<file path="src/rtl/mvau_wmem_sched.sv">
// mvau_wmem_sched: weight-memory read scheduler for one MVAU PE lane.
// Walks the ROM in NF-outer / SF-inner order and pairs each word with an activation slot.
module mvau_wmem_sched #(
    parameter int SF           = 4,
    parameter int NF           = 2,
    parameter int WMEM_DEPTH   = 8,
    parameter int WMEM_ADDR_BW = 3,
    parameter int SF_BW        = (SF > 1) ? $clog2(SF) : 1
) (
    input  logic                    aclk,
    input  logic                    aresetn,
    input  logic                    in_v,
    output logic                    in_rdy,
    output logic                    act_wr_en,
    output logic [SF_BW-1:0]        act_addr,
    output logic [WMEM_ADDR_BW-1:0] wmem_addr,
    output logic                    wdata_v,
    input  logic                    out_rdy,
    output logic                    act_live,
    output logic                    sf_last,
    output logic                    nf_last,
    output logic                    vec_last
);
    localparam int NF_BW = (NF > 1) ? $clog2(NF) : 1;
    localparam logic [SF_BW-1:0] SF_MAX = SF_BW'(SF - 1);
    localparam logic [NF_BW-1:0] NF_MAX = NF_BW'(NF - 1);

    if (WMEM_DEPTH != SF * NF) begin : g_bad_depth
        $error("WMEM_DEPTH must equal SF*NF");
    end

    logic [SF_BW-1:0]        sf_c_q, sf_c_d, sf_q, sf_d;
    logic [NF_BW-1:0]        nf_c_q, nf_c_d, nf_q, nf_d;
    logic [WMEM_ADDR_BW-1:0] addr_c_q, addr_c_d, addr_q, addr_d;
    logic                    wdata_v_q, wdata_v_d;
    logic                    slot_free, issue, sf_wrap, nf_wrap;

    assign slot_free = !wdata_v_q || out_rdy;
    assign issue     = slot_free && (nf_c_q != '0 || in_v);
    assign sf_wrap   = sf_c_q == SF_MAX;
    assign nf_wrap   = nf_c_q == NF_MAX;

    // The ROM has no enable: during a stall it keeps re-reading the pending address.
    assign wmem_addr = issue ? addr_c_q : addr_q;
    assign in_rdy    = aresetn && slot_free && nf_c_q == '0;
    assign act_wr_en = in_v && in_rdy;
    assign act_addr  = sf_c_q;
    assign wdata_v   = wdata_v_q;
    assign act_live  = wdata_v_q && nf_q == '0;
    assign sf_last   = wdata_v_q && sf_q == SF_MAX;
    assign nf_last   = wdata_v_q && nf_q == NF_MAX;
    assign vec_last  = sf_last && nf_last;

    always_comb begin
        sf_c_d    = sf_c_q;
        nf_c_d    = nf_c_q;
        addr_c_d  = addr_c_q;
        addr_d    = addr_q;
        sf_d      = sf_q;
        nf_d      = nf_q;
        wdata_v_d = wdata_v_q;
        if (issue) begin
            addr_d    = addr_c_q;
            sf_d      = sf_c_q;
            nf_d      = nf_c_q;
            wdata_v_d = 1'b1;
            sf_c_d    = sf_wrap ? '0 : sf_c_q + 1'b1;
            nf_c_d    = sf_wrap ? (nf_wrap ? '0 : nf_c_q + 1'b1) : nf_c_q;
            addr_c_d  = (sf_wrap && nf_wrap) ? '0 : addr_c_q + 1'b1;
        end else if (out_rdy) begin
            wdata_v_d = 1'b0;
        end
    end

    always_ff @(posedge aclk or negedge aresetn) begin
        if (!aresetn) begin
            sf_c_q    <= '0;
            nf_c_q    <= '0;
            addr_c_q  <= '0;
            addr_q    <= '0;
            sf_q      <= '0;
            nf_q      <= '0;
            wdata_v_q <= 1'b0;
        end else begin
            sf_c_q    <= sf_c_d;
            nf_c_q    <= nf_c_d;
            addr_c_q  <= addr_c_d;
            addr_q    <= addr_d;
            sf_q      <= sf_d;
            nf_q      <= nf_d;
            wdata_v_q <= wdata_v_d;
        end
    end
endmodule

</file>
<file path="config.mk">
export PLATFORM = sky130hd
export DESIGN_NAME = mvau_wmem_sched
export DESIGN_NICKNAME = d
export VERILOG_FILES = /design/src/rtl/mvau_wmem_sched.sv
export SDC_FILE = /design/constraint.sdc
export NUM_CORES = 1
export LEC_CHECK = 0
export CORE_MARGIN = 8
export CORE_UTILIZATION = 49
export DETAILED_ROUTE_END_ITERATION = 8
export PLACE_DENSITY_LB_ADDON = 0.3
export SLEW_MARGIN = 0
export SYNTH_ARGS = -nofsm -noshare
export SYNTH_HDL_FRONTEND = slang
export SYNTH_SLANG_ARGS = --single-unit
</file>
<file path="constraint.sdc">
create_clock -name aclk -period 2.9 [get_ports aclk]
set_clock_uncertainty 0.1 [all_clocks]
set_input_delay 0.58 -clock aclk [delete_from_list [all_inputs] [get_ports aclk]]
set_output_delay 0.58 -clock aclk [all_outputs]
set_load 0.01 [all_outputs]
</file>
* Word-level counts from Yosys, hierarchy flattened
Index checks and enable logic that the tools add are counted.
** Storage, ports and cells
- Register bits after elaboration :: 13
- Bits in latches :: 0
- Memory bits (writable) :: 0
- ROM bits :: 0
- Input bits :: 4
- Output and inout port bits :: 12
- Logic and storage cells :: 34
- Memories kept :: 0
** Operators by class
- $add $sub $neg :: 3
- Multiply operators :: 0
- Divide/modulo/power cells :: 0
- $lt $le $gt $ge :: 0
- Eq/ne operators :: 2
- Shift-type cells :: 0
- Mux-type cells :: 6
- Bitwise gates (word level) :: 2
- Reductions and logical operators :: 14
** Operators by type and width (count)
- $logic_and 1x1->1 :: 9
- $mux 3 :: 2
- $eq 2x2->1 const B :: 2
- $add 3x1->3 const B :: 1
- $mux 1 :: 3
- $add 2x1->2 const B :: 1
- $logic_or 1x1->1 :: 2
- $mux 2 :: 1
- $not 1->1 :: 2
- $reduce_and 2->1 :: 1
- $reduce_bool 2->1 :: 1
- $add 1x1->1 const B :: 1
- $logic_not 1->1 :: 1

* Depth between registers and ports, before layout
Gate-level depths: netlist (run 1).
- Depth after elaboration :: 5
- Depth in mapped cells :: 4
- Depth with buffers taken out :: 4

* Least setup slack after synthesis (run 1)
Ideal clock, no wire load.
- Path kind :: input-to-output
- Start :: input out_rdy
- End :: output wmem_addr[0]
- Arrival :: 1.329 ns
- Required time :: 2.220 ns
- Path slack :: 0.891 ns
- Cell stages on the path :: 3
- Buffers on the path :: 0
- Cell sequence :: and2b_4 -> nor2_8 -> mux2_2
** On the way
- Cells in the longest elaborated chain, start to end :: 3
** RTL lines
- start: declaration :: RTL line 18 : input logic out_rdy,
- $logic_or 1x1->1 :: RTL line 38 : assign slot_free = !wdata_v_q || out_rdy;
- $logic_and 1x1->1 :: RTL line 39 : assign issue = slot_free && (nf_c_q != '0 || in_v);
- $mux 3
- end: declaration :: RTL line 16 : output logic [WMEM_ADDR_BW-1:0] wmem_addr,
Every way passes these cells.

* Final worst setup path (run 1)
Same ends and word-level chain as after synthesis.

==> results_dict.tcl, run 1 <==
set metrics [dict create \
    cts_setup_buffers 0 \
    postCtsResizedCells 3 \
    htree_levels 1 \
    synth-edff-count 0 \
    io_buffer_count 15 \
    met2_usage_pct 15.8 \
    firstDrtPassIters 1 \
    vias_per_cell 5.07 \
    path_clk_slew_ns 0.08 \
    die_y_microns 52.3 \
    grt_max_degree 12 \
    irDropWorstVdd_mv 0.486 \
    slowest_delay_ns 0.47 \
    synth.avg_cell_area_sq_um 12.9 \
    dpl_cell_area_sq_um 840 \
    synthCells 50 \
    grt_pass1_wl_mm 1.95 \
    grt_pass1_vias 467 \
    ys_dominant_reg_cell "dfrtp_1" \
    hold_class "in -> async" \
    crit_type "in -> out" \
    clock-sinks 13 \
    synth_nets 56 \
    wirelength_mm 1.19 \
    final.setup.tns_ns 0 \
    synth_area_sq_um 644 \
    grt-ovfl-total 0 \
    die_area_sq_um 2730 \
    yosys_warnings 0 \
    top_usage_layer "met2" \
    p_per_area_nw_per_um2 1020 \
    drive_gt1_share_pct 28.8 \
    antenna_found_initial 0 \
    worst_skew_pair.late_latency_ns 0.27 \
    die-width_microns 52.3 \
    slew_headroom_pct 77.8 \
    hold_violations 0 \
    fmax_ghz 0.364 \
    use_met1_pct 9.77 \
    grtUsageMet3_pct 1.99 \
    cts_tree "yes" \
    worstPathMaxFanout 6 \
    worstPathArrival_ns 2.06 \
    fin_hold_ws_ns 0.395 \
    ys_async_sr_fraction_pct 100 \
    power_uw 887 \
    status "finished, final reports clean" \
    drc 0 \
    cts_max_path_buffers 2 \
    period_share_pct 94.6 \
    dpl.hpwl_microns 925 \
    crit_family "buffers and inverters" \
    grt_setup_unrepaired "false" \
    ant_nets 0 \
    ys_seq_area_share_pct 50.5 \
    critPathLaunchType "input port" \
    gp_congestion 0.783 \
    avgRoutedWirePerCell_microns 13.5 \
    leakagePower_uw 0.000425 \
    vias 446 \
    start_util_pct 50.8 \
    drt_iter0_drc 0 \
    core_sq_um 1270 \
    final_util_pct 68.3 \
    drv_cap 0 \
    yosysUniqueCellTypes 20 \
    num_antenna_cells 0 \
    num_io_pins 16 \
    root_buffer "clkbuf_4" \
    worstPathRequired_ns 2.22 \
    min_period_ns 2.74 \
    grt_util_all_layers_pct 9.39 \
    syn2layout_area_growth_pct 34.6 \
    finish.instance_area_sq_um 867 \
    cts-buffers-inserted 3 \
    num_rows 13 \
    final_common_cell "dfrtp_1" \
    cpMaxStageDelayCell "clkdlybuf4s50_1" \
    hold_buffers 0 \
    cp_num_buf_inv 2 \
    ys_ff_latch 13 \
    final_nets 80 \
    mostFrequentLayoutCells "dfrtp_1, clkdlybuf4s50_1, mux2_2" \
    path_cells "clkdlybuf4s50_1, and2b_4, nor2_8, mux2_2, dlygate4sd2_1" \
    end_kind "output port" \
    drv_slew 0 \
    finalSetupViolCount 0 \
    worst_pin_slew_ns 0.333 \
]
==> synth_stat cells (2+ instances only) <==
master    number  area share (%)
and3_1         2             1.9
and2_1         3             2.9
a21oi_1        3             2.3
ha_1           2             3.9
nor2b_1        2             1.9
dfrtp_1       13              50
mux2_2         9              16
nand2_1        2             1.2
nand2b_1       2             1.9
nor2_1         2             1.2
==> flip-flops by register name, summed over array words and instances, names as in the netlist <==
name,count
addr_c_q,3
wdata_v,1
act_addr,2
sf_q,2
addr_q,3
nf_c_q,1
nf_q,1
==> routing by layer <==
metal	up-vias	part of all wire, %
li1	221	-
met1	208	44
met2	13	46
met3	4	6.8
met4	0	2.4
met5	-	0
==> area by class of cell <==
class,count,area (sq um)
clock buffer,4,26.3
fill,110,402
multi-input combinational,36,308
sequential,13,325
tap,15,18.8
timing repair buffer,20,189
==> worst paths after layout <==
check / from / to / slack, ns / cells past startpoint
setup / recovery: out_rdy / wmem_addr[0] / 0.16 / 5
hold / removal: aresetn / nf_q / 0.40 / 1
setup reg to reg: wdata_v / addr_c_q[0] / 1.40 / 4
hold reg to reg: addr_q[2] / addr_q[2] / 0.40 / 1
max in group asynchronous: aresetn / addr_q[1] / 1.90 / 2
min in group aclk: addr_q[2] / addr_q[2] / 0.40 / 1
==> logic make-up after synthesis <==
family	after synthesis	synth area share [%]
and+or+nand+nor	17	18.4
DFF	13	50.5
muxes	10	18.1
AOI/OAI and AO/OA	7	7.38
adders and majority gates	2	3.88
buffers and inverters	1	1.75
==> through the flow <==
stage / cells / setup WS (ns)
2_1_floorplan: 50 / 0.891
3_3_place_gp: 84 / -0.0213
3_5_place_dp: 84 / -0.0487
4_1_cts: 88 / 0.00637
5_1_grt: 88 / 0.112
6_report: 88 / 0.155
==> worst reg2reg max path, stage by stage (launching register included) <==
cell,delay (ns)
dfrtp_1,0.43
and2b_4,0.21
nor2_8,0.15
buf_4,0.16
mux2_2,0.33
==> where the power goes <==
group | switching, uW | total, uW | internal, uW | leakage (uW)
Clock | 59.4 | 113 | 53.3 | 0.0000150
Combinational | 168 | 434 | 266 | 0.000256
Sequential | 70.9 | 340 | 269 | 0.000154
Note: power is estimated with default switching activity, not from simulation.
==> run 2: changes to the inputs <==
- PLACE_DENSITY: not set -> 0.83
- PLACE_DENSITY_LB_ADDON: 0.3 -> not set
==> run 2 against run 1 <==
Against the previous run:
- final area up 0.14%
- flip-flop and latch count is the same
- clock-buffer cell count unchanged
- register-to-register slack barely moved
- routed wire length decreased by 2.2%
- critical path type unchanged
- largest cell class unchanged
==> results_dict.tcl, run 2 (synthesis results as in run 1) <==
set metrics [dict create \
    cp-startpoint "out_rdy" \
    reg2reg_to "addr_c_q[0]" \
    hold_class "reg -> reg" \
    fmax_ghz 0.351 \
    critPathLaunchType "input port" \
    status "finished, final reports clean" \
    start_util_pct 50.8 \
    root_buffer "clkbuf_4" \
    leakagePower_uw 0.000420 \
    grt-ovfl-total 0 \
    worstPathRequired_ns 2.22 \
    grt_pass1_wl_mm 1.84 \
    fin_hold_ws_ns 0.394 \
    cts_tree "yes" \
    worstPathArrival_ns 2.17 \
    layout.cells.non_filler 88 \
    dpl.hpwl_microns 915 \
    worstPathMaxFanout 3 \
    rr_worst_depth 4 \
    irDropWorstVdd_mv 0.615 \
    r2r_slack_ns 1.40 \
    final_common_cell "dfrtp_1" \
    die-width_microns 52.3 \
    drive_gt1_share_pct 28.8 \
    crit_type "in -> out" \
    worst_pin_slew_ns 0.336 \
    drv_cap 0 \
    avgRoutedWirePerCell_microns 13.2 \
    grt_pass1_vias 433 \
    end_kind "output port" \
    period_share_pct 98.3 \
    multi_input_area_sq_um 308 \
    r2r-start "wdata_v" \
    die_y_microns 52.3 \
    die_area_sq_um 2730 \
    wirelength_mm 1.16 \
    grt_util_all_layers_pct 9.29 \
    hold_buffers 0 \
    gp_congestion 0.788 \
    num_antenna_cells 0 \
    firstDrtPassIters 4 \
    cts_max_path_buffers 2 \
    finalSetupViolCount 0 \
    antenna_found_initial 0 \
    num_io_pins 16 \
    dpl.cell_count 84 \
    clock-sinks 13 \
    timing.final.ws_setup_ns 0.0505 \
    path_clk_slew_ns 0.07 \
    syn2layout_area_growth_pct 34.8 \
    pre_cts_slack_ns -0.0254 \
    p_per_area_nw_per_um2 1020 \
    seq_area_sq_um 325 \
    fillers 101 \
    io_buffer_count 15 \
    mostFrequentLayoutCells "dfrtp_1, clkdlybuf4s50_1, mux2_2" \
    vias 455 \
    vias_per_cell 5.17 \
    slew_headroom_pct 77.6 \
    critPathCapture "in_rdy" \
    final_nets 80 \
    grt_setup_unrepaired "false" \
    biggestRegsByFlops "addr_c_q: 3 flops, addr_q: 3 flops" \
    ant_nets 0 \
    drv_slew 0 \
    worst_skew_pair.late_latency_ns 0.27 \
    core_sq_um 1270 \
    cts-buffers-inserted 3 \
    drc 0 \
    drt_iter0_drc 6 \
    grt_max_degree 11 \
    hold_violations 0 \
    final.setup.tns_ns 0 \
    cts_setup_buffers 0 \
    num_rows 13 \
    htree_levels 1 \
    min_period_ns 2.85 \
]
## run 2: worst max-delay path: stages
cell	delay, ns
clkdlybuf4s50_1	0.47
and2b_4	0.21
buf_4	0.14
nor2_1	0.11
and2_1	0.13
clkdlybuf4s50_1	0.53
## run 2: stage by stage
step	cell area (sq um)	util, %	power (uW)
after CTS	863	68.0	905
after global routing	868	68.4	957
final	868	68.4	886
after global placement	840	66.2	789
after detailed placement	840	66.2	808
after floorplan	644	-	612
## run 2: layout make-up
type                    instances  area share, %
multi-input cells              36           35.4
well taps                      15           2.16
repair buffers                 20           21.9
flip-flops and latches         13           37.5
clock buffers                   4           3.03
## run 2: per-layer routing
layer | routed length [microns] | global-route usage (%) | vias up
met2 | 527 | 14.2 | 18
met4 | 13 | 6.47 | 0
met5 | 0 | 0 | -
li1 | - | - | 219
met3 | 104 | 4.83 | 2
met1 | 513 | 9.65 | 216
## run 2: timing repair
item | CTS | global route
endpoints found under the setup margin | 2 | 2
resized for setup | 2 | 2
pin swaps | 0 | 0
gates cloned | 0 | 0
## run 2: report_power, final
| part | switching [uW] | internal (uW) | total (uW) |
|---|---|---|---|
| Clock | 52.6 | 53.2 | 106 |
| Sequential | 72.6 | 270 | 342 |
| Combinational | 170 | 268 | 438 |
## run 2: how the worst min path moves through the flow
stage,startpoint,endpoint,slack (ns),depth (start not counted)
4_1_cts,addr_q[1],addr_q[1],0.40,1
5_1_grt,addr_q[0],addr_q[0],0.42,1
2_1_floorplan,aresetn,act_addr[0],0.18,0
3_5_place_dp,addr_q[1],addr_q[1],0.38,1
3_3_place_gp,addr_q[0],addr_q[0],0.38,1
6_report,addr_q[0],addr_q[0],0.39,1
